$ cat src/rtl/seq_pkg.sv
// Shared types and opcode constants for the multi-cycle LEGv8 sequencer.
package seq_pkg;

    typedef enum logic [2:0] {
        IDLE    = 3'd0,
        FETCH   = 3'd1,
        DECODE  = 3'd2,
        EXECUTE = 3'd3,
        MEM     = 3'd4,
        WB      = 3'd5,
        HALT    = 3'd6
    } state_t;

    typedef enum logic [2:0] {
        R_TYPE,
        LOAD,
        STORE,
        CBZ,
        BRANCH,
        ILLEGAL
    } op_class_t;

    localparam logic [10:0] OP_LDUR    = 11'b11111000010;
    localparam logic [10:0] OP_STUR    = 11'b11111000000;
    localparam logic [10:0] OP_ADD     = 11'b10001011000;
    localparam logic [10:0] OP_SUB     = 11'b11001011000;
    localparam logic [10:0] OP_AND     = 11'b10001010000;
    localparam logic [10:0] OP_ORR     = 11'b10101010000;
    // CBZ and B carry register/offset bits in the low opcode bits, so only a prefix is decoded
    localparam logic [7:0]  OP_CBZ_PFX = 8'b10110100;
    localparam logic [5:0]  OP_B_PFX   = 6'b000101;

endpackage

$ cat src/rtl/opcode_classifier.sv
// Combinational map from instruction[31:21] to an instruction class.
module opcode_classifier
    import seq_pkg::*;
(
    input  logic [10:0] opcode,
    output op_class_t   op_class
);

    always_comb begin
        op_class = ILLEGAL;
        if (opcode == OP_LDUR) begin
            op_class = LOAD;
        end else if (opcode == OP_STUR) begin
            op_class = STORE;
        end else if (opcode == OP_ADD || opcode == OP_SUB ||
                     opcode == OP_AND || opcode == OP_ORR) begin
            op_class = R_TYPE;
        end else if (opcode[10:3] == OP_CBZ_PFX) begin
            op_class = CBZ;
        end else if (opcode[10:5] == OP_B_PFX) begin
            op_class = BRANCH;
        end
    end

endmodule

$ cat src/rtl/multicycle_sequencer.sv
// Multi-cycle fetch/decode/execute/mem/writeback control FSM with memory handshakes.
// Define PERF_CNT_EN to add the retired_count / stall_count performance counters.
//
// state   | meaning
// IDLE    | waiting for run
// FETCH   | imem_req held until imem_ack; IR and PC+4 written on the ack
// DECODE  | register-file read, opcode legality check
// EXECUTE | ALU cycle; branch target written here
// MEM     | dmem_read / dmem_write held until dmem_ack
// WB      | register-file write
// HALT    | illegal opcode or bus timeout; left only by reset
module multicycle_sequencer
    import seq_pkg::*;
#(
    parameter int ACK_TIMEOUT = 16
) (
    input  logic        clk,
    input  logic        reset,
    input  logic        run,
    input  logic [10:0] opcode,
    input  logic        alu_zero,
    input  logic        imem_ack,
    input  logic        dmem_ack,
    output logic        imem_req,
    output logic        dmem_read,
    output logic        dmem_write,
    output logic        ir_write,
    output logic        pc_write,
    output logic        pc_src,
    output logic        rf_read_en,
    output logic        rf_write_en,
    output logic        mem_to_reg,
    output logic        illegal,
    output logic        bus_error,
    output logic [2:0]  state
`ifdef PERF_CNT_EN
    ,
    output logic [31:0] retired_count,
    output logic [31:0] stall_count
`endif
);

    localparam logic [4:0] WAIT_LAST = 5'(ACK_TIMEOUT - 1);

    state_t    cur, nxt;
    op_class_t op_class;
    logic [4:0] wait_cnt, wait_nxt;
    logic       illegal_set, bus_err_set;

    opcode_classifier u_classifier (
        .opcode   (opcode),
        .op_class (op_class)
    );

    always_ff @(posedge clk) begin
        if (reset) begin
            cur       <= IDLE;
            wait_cnt  <= 5'd0;
            illegal   <= 1'b0;
            bus_error <= 1'b0;
        end else begin
            cur      <= nxt;
            wait_cnt <= wait_nxt;
            if (illegal_set) illegal   <= 1'b1;
            if (bus_err_set) bus_error <= 1'b1;
        end
    end

    always_comb begin
        nxt         = cur;
        wait_nxt    = wait_cnt;
        imem_req    = 1'b0;
        dmem_read   = 1'b0;
        dmem_write  = 1'b0;
        ir_write    = 1'b0;
        pc_write    = 1'b0;
        pc_src      = 1'b0;
        rf_read_en  = 1'b0;
        rf_write_en = 1'b0;
        mem_to_reg  = 1'b0;
        illegal_set = 1'b0;
        bus_err_set = 1'b0;

        case (cur)
            IDLE: begin
                if (run) begin
                    nxt      = FETCH;
                    wait_nxt = 5'd0;
                end
            end
            FETCH: begin
                imem_req = 1'b1;
                if (imem_ack) begin
                    ir_write = 1'b1;
                    pc_write = 1'b1;
                    nxt      = DECODE;
                end else if (wait_cnt == WAIT_LAST) begin
                    bus_err_set = 1'b1;
                    nxt         = HALT;
                end else begin
                    wait_nxt = wait_cnt + 5'd1;
                end
            end
            DECODE: begin
                rf_read_en = 1'b1;
                if (op_class == ILLEGAL) begin
                    illegal_set = 1'b1;
                    nxt         = HALT;
                end else begin
                    nxt = EXECUTE;
                end
            end
            EXECUTE: begin
                case (op_class)
                    R_TYPE: nxt = WB;
                    LOAD, STORE: begin
                        nxt      = MEM;
                        wait_nxt = 5'd0;
                    end
                    BRANCH: begin
                        pc_write = 1'b1;
                        pc_src   = 1'b1;
                        nxt      = run ? FETCH : IDLE;
                        wait_nxt = 5'd0;
                    end
                    CBZ: begin
                        pc_write = alu_zero;
                        pc_src   = alu_zero;
                        nxt      = run ? FETCH : IDLE;
                        wait_nxt = 5'd0;
                    end
                    default: begin
                        illegal_set = 1'b1;
                        nxt         = HALT;
                    end
                endcase
            end
            MEM: begin
                dmem_read  = (op_class == LOAD);
                dmem_write = (op_class != LOAD);
                if (dmem_ack) begin
                    if (op_class == LOAD) begin
                        nxt = WB;
                    end else begin
                        nxt      = run ? FETCH : IDLE;
                        wait_nxt = 5'd0;
                    end
                end else if (wait_cnt == WAIT_LAST) begin
                    bus_err_set = 1'b1;
                    nxt         = HALT;
                end else begin
                    wait_nxt = wait_cnt + 5'd1;
                end
            end
            WB: begin
                rf_write_en = 1'b1;
                mem_to_reg  = (op_class == LOAD);
                nxt         = run ? FETCH : IDLE;
                wait_nxt    = 5'd0;
            end
            default: nxt = cur;
        endcase

        // Reset wins over the state decode so no write strobe escapes an abort.
        if (reset) begin
            imem_req    = 1'b0;
            dmem_read   = 1'b0;
            dmem_write  = 1'b0;
            ir_write    = 1'b0;
            pc_write    = 1'b0;
            pc_src      = 1'b0;
            rf_read_en  = 1'b0;
            rf_write_en = 1'b0;
            mem_to_reg  = 1'b0;
        end
    end

    assign state = cur;

`ifdef PERF_CNT_EN
    logic instr_done, stall_cycle;

    assign stall_cycle = (imem_req && !imem_ack) || ((dmem_read || dmem_write) && !dmem_ack);
    assign instr_done  = (cur == WB) ||
                         (cur == EXECUTE && (op_class == BRANCH || op_class == CBZ)) ||
                         (cur == MEM && dmem_ack && op_class != LOAD);

    always_ff @(posedge clk) begin
        if (reset) begin
            retired_count <= 32'd0;
            stall_count   <= 32'd0;
        end else begin
            if (instr_done)  retired_count <= retired_count + 32'd1;
            if (stall_cycle) stall_count   <= stall_count + 32'd1;
        end
    end
`endif

endmodule

$ cat config.mk
export PLATFORM = sky130hd
export DESIGN_NAME = multicycle_sequencer
export DESIGN_NICKNAME = d
export VERILOG_FILES = /design/src/rtl/seq_pkg.sv /design/src/rtl/opcode_classifier.sv /design/src/rtl/multicycle_sequencer.sv
export SDC_FILE = /design/constraint.sdc
export NUM_CORES = 1
export LEC_CHECK = 0
export BUFFER_PORTS_ARGS = -buffer_cell sky130_fd_sc_hd__buf_2
export CAP_MARGIN = 20
export CORE_UTILIZATION = 50
export DETAILED_ROUTE_END_ITERATION = 10
export GPL_TIMING_DRIVEN = 0
export PLACE_DENSITY_LB_ADDON = 0.1
export SYNTH_ARGS = -nofsm -noshare
export SYNTH_HDL_FRONTEND = slang
export SYNTH_HIERARCHICAL = 1
export SYNTH_SLANG_ARGS = --single-unit
$ cat constraint.sdc
create_clock -name clk -period 3.85 [get_ports clk]
set_input_delay 0.77 -clock clk [delete_from_list [all_inputs] [get_ports clk]]
set_output_delay 0.77 -clock clk [all_outputs]
set_load 0.05 [all_outputs]
==> qor.csv <==
metric,value,unit
status,finished clean,
Seq pwr share,39.4,%
Root Buffer,clkbuf_4,
syn avg cell area,7.17,µm²
clk_lat worst skew,0.26,ns
Max Cap Viol,0,
ANT cells,0,
Slew @ Worst Pin,0.522,ns
Pint,178,µW
# IOs,31,
P per Cell Area,242,nW/µm²
P_leak,0.000456,µW
crit share post-route,96.8,%
final core utilization,67.7,%
Initial Util,54.9,%
via/cell ratio,6.27,
Cells after Synth,135,
count of cell types in the netlist,44,
Gate power share,36.6,%
Post-Syn Nets,155,
final setup vio count,0,
Final #Nets,189,
"commonest non-fill, non-tap cell in the layout",buf_2,
"Async S/R FF share, synth",0,%
vias in the first global route,976,
RePlAce Congestion,0.941,
Setup Buffers After CTS,0,
Detail Route Antenna Nets,0,
register area share after synthesis,20.7,%
CP peak stage delay,0.56,ns
GRT Util Overall,27.3,%
P_sw,111,µW
kind of critical path,in -> out,
Detailed Route Iter0 Violations,27,
share of cells above drive strength 1,26.9,%
Area after DPL,1170,µm²
Pins Over Slew Limit,0,
Post-Route Setup TNS,0,ns
Syn Std Cell Area,968,µm²
Post-synth EDFFs,0,
vias after detailed routing,1203,
antenna violations before repair,0,
routed length per instance,13.9,µm
post-route cell area,1190,µm²
Final Power,288,µW
DR pass1 iterations,4,
Die Y,46.0,µm
CTS Sinks,10,
non-filler instance count after layout,192,
fin crit period,3.73,ns
depth of the CTS H-tree,1,
most common flop cell mapped by yosys,dfxtp_1,
layout overhead on the synthesized area,23.3,%
fmax,0.268,GHz
CP Max Fanout,10,
WL final,2.67,mm
CP Data Arrival Time,2.96,ns
"commonest cells after routing, fill and taps aside","buf_2, nand2_1, nor2_1, a21oi_1, dfxtp_1",
hold crit path type,reg -> reg,
TritonCTS clock tree,yes,
Slowest cell on crit path,or4_4,
GRT overflow,0,
switching power share of the total,38.4,%
Setup crit start kind,primary input,
RSZ-0062 raised after global routing,no,
Final Hold Fails,0,
Post-DP HPWL,2.11,mm
Seq cells post-synth,10,
first-pass GRT wire length,4.23,mm
die area,2120,µm²
Max VDD drop,0.230,mV
endpoint class of the critical path,output port,
relative slew slack,65.2,%
largest net degree at the start of global routing,11,
Clock Pin Slew Worst Setup and Hold Paths,0.06,ns
Synth warnings,6,
width of the die,46.0,µm
dpl cells,189,
core area,1760,µm²
Worst Skew,0.00830,ns
cell row count,15,
crit-path cells,buf_2 -> or4_4 -> a2111oi_4 -> a21oi_1 -> buf_2 -> and3b_2 -> nand2_1 -> a211oi_2 -> or2_2 -> clkbuf_4,
buffers added on ports,29,
CTS buffer count,3,
DRC errors left,0,
Worst EP required,3.08,ns
Clk pwr share,24.0,%
Most Frequent Cell on Critical Path,buf_2,
Longest Clk Path Bufs,2,
==> worst max-delay path, delay by kind of cell <==
kind | cells | cell delay, ns
buf+inv | 3 | 0.48
simple gates | 4 | 1.05
compound gates | 3 | 0.64
==> per-stage QoR <==
step	setup WS, ns	hold slack (ns)
3_3_place_gp	0.108	0.452
4_1_cts	0.0851	0.485
5_1_grt	0.0111	0.506
2_1_floorplan	-0.260	0.455
6_report	0.124	0.472
3_5_place_dp	0.0837	0.466
==> power by group through the flow <==
stage / Clock (µW) / Combinational (µW) / Sequential (µW)
after global placement: 0 / 101 / 115
final: 69.3 / 105 / 114
after CTS: 70.6 / 104 / 113
after detailed placement: 0 / 104 / 116
after global routing: 75.4 / 116 / 114
after floorplan: 0 / 66.1 / 122
==> cells by family after synthesis <==
logic type | Yosys count | synth area share, %
compound gates | 40 | 29.1
fa+ha+maj | 3 | 3.88
buf+inv | 11 | 4.65
flops | 10 | 20.7
simple gates | 71 | 41.7
==> sequential cells by signal (all words and copies together) (netlist names) <==
name       cells
wait_cnt       5
illegal        1
bus_error      1
state          3
==> final cells by class <==
type                            count  area [µm²]
Clock buffer                        3        22.5
Tap cell                           25        31.3
Buffer                              7        30.0
Multi-Input combinational cell    114         747
Inverter                            4        15.0
Timing Repair Buffer               29         148
Sequential cell                    10         200
Fill cell                         192         571
==> metal layers <==
layer	part of all wire, %	global-route usage, %	vias to the layer above	wire length [µm]
met2	47	43.7	62	1250
li1	-	-	584	-
met1	44	36.8	555	1170
met3	8.6	7.14	2	229
met4	0.38	5.29	0	10
met5	0	0	-	0
==> Yosys cell counts, drive strengths merged (4+ instances only) <==
cell / instances / area share (%)
a21oi: 11 / 5.7
nor3: 8 / 4.1
nand3: 4 / 2.1
o21ai: 9 / 4.7
inv: 4 / 1.5
nor2: 11 / 4.3
nor2b: 5 / 3.2
dfxtp: 10 / 21
clkbuf: 5 / 2.1
nand2b: 5 / 3.2
nand2: 12 / 4.7
==> timing repair <==
action	4_1_cts	5_1_grt
hold buffers	0	0
gates resized for setup	0	2
endpoints found under the setup margin	0	1
==> final timing paths <==
path	startpoint	end	slack, ns	depth (start not counted)
setup / recovery	opcode[1]	pc_write	0.12	10
hold / removal	bus_error	bus_error	0.47	2
setup reg to reg	state[2]	wait_cnt[0]	1.99	5
hold reg to reg	bus_error	bus_error	0.47	2
No activity file was read; power rests on OpenSTA's default activity.
